<file path="config.mk">
export PLATFORM = sky130hd
export DESIGN_NAME = mac_sequencer
export DESIGN_NICKNAME = d
export VERILOG_FILES = /design/src/rtl/mac_sequencer.sv
export SDC_FILE = /design/constraint.sdc
export NUM_CORES = 1
export LEC_CHECK = 0
export ABC_CLOCK_PERIOD_IN_PS = 2400
export CAP_MARGIN = 15
export CORE_MARGIN = 5
export CORE_UTILIZATION = 43
export DETAILED_ROUTE_END_ITERATION = 7
export PLACE_DENSITY_LB_ADDON = 0.12
export SYNTH_ARGS = -nofsm -noshare
export SYNTH_HDL_FRONTEND = slang
export SYNTH_SLANG_ARGS = --single-unit
</file>
<file path="constraint.sdc">
create_clock -name clk -period 2.4 [get_ports clk]
set_input_delay 0.36 -clock clk [delete_from_list [all_inputs] [get_ports clk]]
set_output_delay 0.36 -clock clk [all_outputs]
set_load 0.02 [all_outputs]
</file>
<file path="src/rtl/mac_sequencer.sv">
// mac_sequencer: sequences a biased dot-product on an external MAC unit.
// Flow: IDLE -> BIAS (load bias) -> ISSUE (one operand read per cycle) ->
// DRAIN (wait for the multiplier pipeline) -> DONE (capture result).
// Optional build macro MAC_SEQUENCER_RELU_EN: negative accumulator values
// (sign bit mac_out[15] set) are captured as zero.
module mac_sequencer #(
  parameter int ADDR_W   = 4,
  parameter int MULT_LAT = 1
) (
  input  logic              clk,
  input  logic              init,
  input  logic              start,
  input  logic [ADDR_W:0]   len,
  input  logic [7:0]        bias_in,
  output logic              rd_en,
  output logic [ADDR_W-1:0] rd_addr,
  output logic [7:0]        mac_bias,
  output logic              mac_ld_reg,
  output logic              mac_inc,
  output logic              mac_init,
  input  logic [15:0]       mac_out,
  output logic              busy,
  output logic              done,
  output logic [15:0]       result
);

  // One valid bit per in-flight read: read data takes one cycle, the
  // multiplier MULT_LAT more, so mac_inc trails rd_en by MULT_LAT+1 cycles.
  localparam int VLD_D = MULT_LAT + 1;
  localparam logic [ADDR_W:0] MAX_LEN = {1'b1, {ADDR_W{1'b0}}};
  localparam logic [ADDR_W:0] LEN_ONE = (ADDR_W + 1)'(1);

  typedef enum logic [2:0] {
    IDLE,
    BIAS,
    ISSUE,
    DRAIN,
    DONE
  } state_e;

  state_e              state_q, state_d;
  logic [ADDR_W:0]     len_q, len_d;
  logic [7:0]          mac_bias_q, mac_bias_d;
  logic                rd_en_q, rd_en_d;
  logic [ADDR_W-1:0]   rd_addr_q, rd_addr_d;
  logic [VLD_D-1:0]    vld_q, vld_d;
  logic                mac_ld_reg_q, mac_ld_reg_d;
  logic                busy_q, busy_d;
  logic                done_q, done_d;
  logic [15:0]         result_q, result_d;

  // Next-state and next-output logic; outputs are derived from the next
  // state so that every output port comes straight from a flop.
  always_comb begin
    // NOTE: every variable gets a default first so no path can infer a latch.
    state_d    = state_q;
    len_d      = len_q;
    mac_bias_d = mac_bias_q;
    rd_addr_d  = rd_addr_q;
    result_d   = result_q;
    vld_d      = (vld_q << 1) | VLD_D'(rd_en_q);

    case (state_q)
      IDLE: begin
        if (start) begin
          len_d      = (len > MAX_LEN) ? MAX_LEN : len;
          mac_bias_d = bias_in;
          rd_addr_d  = '0;
          state_d    = BIAS;
        end
      end
      BIAS: begin
        rd_addr_d = '0;
        state_d   = (len_q == '0) ? DONE : ISSUE;
      end
      ISSUE: begin
        // The address stops at len-1; the last read hands over to DRAIN.
        if ({1'b0, rd_addr_q} == len_q - LEN_ONE) begin
          state_d = DRAIN;
        end else begin
          rd_addr_d = rd_addr_q + ADDR_W'(1);
        end
      end
      DRAIN: begin
        if (vld_d == '0) begin
          state_d = DONE;
        end
      end
      DONE: begin
`ifdef MAC_SEQUENCER_RELU_EN
        result_d = mac_out[15] ? 16'h0000 : mac_out;
`else
        result_d = mac_out;
`endif
        state_d = IDLE;
      end
      default: state_d = IDLE;
    endcase

    rd_en_d      = (state_d == ISSUE);
    mac_ld_reg_d = (state_d == BIAS);
    busy_d       = (state_d != IDLE);
    done_d       = (state_d == DONE);
  end

  // State and output registers with synchronous init.
  always_ff @(posedge clk) begin
    // NOTE: non-blocking assignments make every flop sample pre-edge values.
    if (init) begin
      state_q      <= IDLE;
      len_q        <= '0;
      mac_bias_q   <= '0;
      rd_en_q      <= 1'b0;
      rd_addr_q    <= '0;
      vld_q        <= '0;
      mac_ld_reg_q <= 1'b0;
      busy_q       <= 1'b0;
      done_q       <= 1'b0;
      result_q     <= '0;
    end else begin
      state_q      <= state_d;
      len_q        <= len_d;
      mac_bias_q   <= mac_bias_d;
      rd_en_q      <= rd_en_d;
      rd_addr_q    <= rd_addr_d;
      vld_q        <= vld_d;
      mac_ld_reg_q <= mac_ld_reg_d;
      busy_q       <= busy_d;
      done_q       <= done_d;
      result_q     <= result_d;
    end
  end

  assign rd_en      = rd_en_q;
  assign rd_addr    = rd_addr_q;
  assign mac_bias   = mac_bias_q;
  assign mac_ld_reg = mac_ld_reg_q;
  assign mac_inc    = vld_q[VLD_D-1];
  assign mac_init   = init;
  assign busy       = busy_q;
  assign done       = done_q;
  assign result     = result_q;

endmodule

</file>
# Yosys cells after proc, flatten, opt, wreduce, memory -nomap -nowiden
# Index checks and enable logic that the tools add are counted.
# totals
reg_bits	42
in_bits	32
out_inout_bits	34
elab_cells	40
# op_classes
add_sub_neg	2
n_lt_le_gt_ge	1
n_eq_ne	10
n_mux	9
bitwise_logic	1
n_reduce_logical	7
# op_table
operator	n
$mux 3	4
$pmux 3 s4	1
$pmux 4 s3	1
$eq 3x2->1 const B	3
$mux 4	2
$eq 3x1->1 const B	2
$eq 3x3->1 const B	2
$reduce_bool 3->1	2
$eq 4x5->1	1
$gt 5x5->1 const B	1
$logic_not 5->1	1
$mux 5	1
$sub 5x1->5 const B	1
$add 4x1->4 const B	1
$ne 2x2->1 const B	2
$logic_not 3->1	1
$reduce_and 3->1	1
$logic_not 2->1	1
$or 2x1->2	1
$reduce_and 2->1	1

# Longest topological paths before layout
# depth
depth_word	5
ltp_mapped	7
depth_no_buf	7

# Least setup slack after synthesis
# No wires, ideal clock.
# synth_timing
path_type	reg-to-reg
from	register len_q[0]
to	register rd_addr_q[2] (netlist: rd_addr[2])
setup_time_ns	0.079
arrival_time_ns	1.772
t_required_ns	2.321
path_slack_ns	0.549
stages_incl_launch_ff	8
period_less_slack_ns	1.851
path_cell_list	dfxtp_1 > inv_1 > ha_1 > o21ba_1 > a221o_1 > a211oi_4 > a211oi_2 > o211ai_1
# synth_via
elab_chain_cells	4
# synth_lines
element	line	rtl
start, declared	42	logic [ADDR_W:0] len_q, len_d;
start signal, assigned	122	len_q <= len_d;
$sub 5x1->5	78	if ({1'b0, rd_addr_q} == len_q - LEN_ONE) begin
$eq 4x5->1	78	
$ne 2x2->1 (no source line)	--	
$reduce_and 3->1 (no source line)	--	
end signal, assigned	125	rd_addr_q <= rd_addr_d;
end, declared	45	logic [ADDR_W-1:0] rd_addr_q, rd_addr_d;
# Every way passes these cells.
# A chain may end at the register's enable or synchronous reset.

# Worst setup path after layout
# layout_timing
from	register len_q[0]
to	register rd_addr_q[3] (netlist: rd_addr[3])
# Same word-level chain as after synthesis.

==> run_results.csv <==
group,metric,value,unit
run_status,status,"finished, final reports clean",
worst_setup_path,cp-end-kind,"flop",
place,portBuffers,65,
synth,syn_area_per_cell,8.20,µm²
layout,largest_reg_flops,16,
synth,yosysWarnings,0,
drt,drtAntennaViolNets,0,
drt,dr.first_iter.drc_count,96,
sta,skew,0.00292,ns
run,cap_viol_max_count,0,
sta,max_freq,500,MHz
grt,grt_pass1_wl,6700,µm
synth,synth_area,0.00173,mm²
worst_setup_path,critPathRequiredTime,2.61,ns
synth,syn_nets,245,
worst_setup_path,cp-startpoint,"len_q[0]",
clock_tree,cts.clk_slew.worst_paths,0.08,ns
layout,design_area,0.00252,mm²
worst_hold_path,hp-class,"flop to flop",
power,ir_worst_vdd,0.000376,V
clock_tree,cts_sinks,42,
grt,track_usage,0.159,
clock_tree,cts_tree,"yes",
drt,wl,4050,µm
drt,wl_per_cell,12.5,µm
sta,tightest_slew,0.570,ns
grt,grt_pass1_vias,1478,
drt,via_per_inst,4.89,
synth,seq_area_frac_synth,0.486,
clock_tree,htreeDepth,2,
grt,grt-ovfl-total,0,
sta,setup_tns,0,ns
synth,ys_types,35,
floorplan,num_rows,23,
synth,synth_edf_count,0,
layout,drive_above_1_share,0.0513,
sta,maxSlewViolCount,0,
layout,nets,307,
synth,yosys.cell_count.top_type,"nand2_1",
synth,yosys.area.top_type,"dfxtp_1",
worst_setup_path,path_buf_inv,1,
layout,final_util,0.639,
worst_setup_path,crit_family,"compound AO/OA/AOI/OAI gates",
synth,synth_area_leaders,"dfxtp_1 49%, nand2_1 13%, a21oi_1 8.7%",
worst_setup_path,cp_max_fo,5,
floorplan,io_pins,66,
clock_tree,cts_buffer_depth,2,
clock_tree,cts_inserted_buffers,5,
worst_hold_path,worst_hold_path.endpoint,"mac_bias[3]",
drt,drc,0,
worst_hold_path,hold_depth,2,
grt,antenna_found_initial,0,
worst_setup_path,arrival,2.21,ns
sta,rsz0062_at_grt,"false",
floorplan,die_area,0.00539,mm²
grt,grt_max_degree,23,
worst_setup_path,slowest_delay,0.39,ns
layout,area_growth,45.6,%
sta,layout_min_cycle_time,2.00,ns
clock_tree,post_cts_resized,0,
floorplan,core_area,0.00394,mm²
synth,synth-seq-cells,42,
sta,period_share,0.833,
power,leakage,0.884,nW
layout,antenna_cells,0,
synth,synth_top_cell_area_share,0.486,
synth,synth_cells,211,
synth,ys_async_sr_fraction,0,
worst_setup_path,r2r-start,"len_q[0]",
worst_setup_path,criticalPathCategory,"flop to flop",
place,gp_congestion,0.814,
worst_hold_path,hp-start,"mac_bias[3]",
floorplan,die_w,73.4,µm
clock_tree,clkLatencyLatePin,0.28,ns
place,place_area,0.00240,mm²
clock_tree,cts_setup_buffers,0,
sta,setup_viol,0,
clock_tree,cts_root_buf,"clkbuf_8",
synth,synth_flop_cell,"dfxtp_1",
worst_setup_path,r2r_setup_slack,0.40,ns
clock_tree,cts_hold_buf,0,
worst_setup_path,worst_setup_path_start_kind,"flop",
worst_setup_path,path_cells,"inv_1, ha_1, o21ba_1, a221o_1, a211oi_4, a211oi_2, o211ai_1",
drt,first_pass_iters,4,
sta,slew_headroom,0.619,
floorplan,die_y,73.4,µm
sta,hold_violations,0,
worst_setup_path,r2r-end,"rd_addr[3]",
power,p_per_area,622,mW/mm²
place,hpwl,2930,µm
synth,yosys-top-cells-count,"61 x nand2_1, 42 x dfxtp_1, 30 x a21oi_1",
floorplan,start_util,0.439,
worst_setup_path,r2r_cells,7,
drt,vias,1578,
worst_setup_path,slowest_stage,"a221o_1",
## routing by layer
layer,vias to the layer above,track usage,part of all wire
met3,6,0.0848,0.097
met1,699,0.191,0.45
met2,46,0.245,0.44
met4,0,0.0503,0.015
li1,827,-,-
met5,-,0,0
## how the worst max path moves through the flow
| stage | depth (start not counted) | to |
|---|---|---|
| global placement | 7 | rd_addr[3] |
| detailed placement | 7 | rd_addr[3] |
| CTS | 7 | rd_addr[3] |
| floorplan | 7 | rd_addr[2] |
| finish | 7 | rd_addr[3] |
| global route | 7 | rd_addr[3] |
## through the flow
step                      instances  worst slack (ns)  hold WS (ns)  total power, mW
after floorplan                 211             0.549         0.439            0.899
after global placement          316             0.460         0.440             1.02
after detailed placement        316             0.408         0.445             1.02
after CTS                       323             0.387         0.456             1.58
after global routing            323             0.217         0.476             1.64
final                           323             0.400         0.454             1.56
## kinds of logic after synthesis
kind of cell | count (synthesis) | synth area share
flip-flops | 42 | 0.486
AO/OA/AOI/OAI | 45 | 0.163
XOR/XNOR | 5 | 0.0253
buffers and inverters | 17 | 0.0434
multiplexers | 1 | 0.00579
AND/OR/NAND/NOR | 99 | 0.262
adder cells (fa/ha/maj) | 2 | 0.0145
## power breakdown
part | switching, mW | leakage [nW] | internal (mW)
clock network | 0.225 | 0.0573 | 0.333
registers | 0.0231 | 0.342 | 0.727
logic | 0.126 | 0.485 | 0.130
total | 0.374 | 0.884 | 1.19
## cell usage in the layout (no fill, tap or decap), types with 2 or more instances in the layout
cell             instances
o211ai_1                 3
o21ai_0                  2
dfxtp_1                 42
nand2b_1                 4
clkbuf_8                 6
and3_1                   2
nand3b_1                 5
ha_1                     2
xnor2_1                  3
nor3_1                   6
nor2_1                   7
buf_4                    3
nand3_1                  4
nand2_1                 61
xor2_1                   2
a21oi_1                 30
clkdlybuf4s50_1         65
nor2b_1                  3
inv_1                    4
and2_1                   2
a211oi_1                 2
## worst min-delay path, delay by kind of cell (launching register included)
family,cells,cell delay [ns]
compound gates,1,0.05
flops,1,0.31
simple gates,1,0.05
## area by class of cell
cell class	count	area, µm²
multi-input cells	152	813
clock buffers	6	82.6
inverters	4	15.0
flip-flops and latches	42	841
repair buffers	68	673
fillers	341	1430
clock inverters	1	30.0
well taps	50	62.6
(Power assumes the default switching activity.)
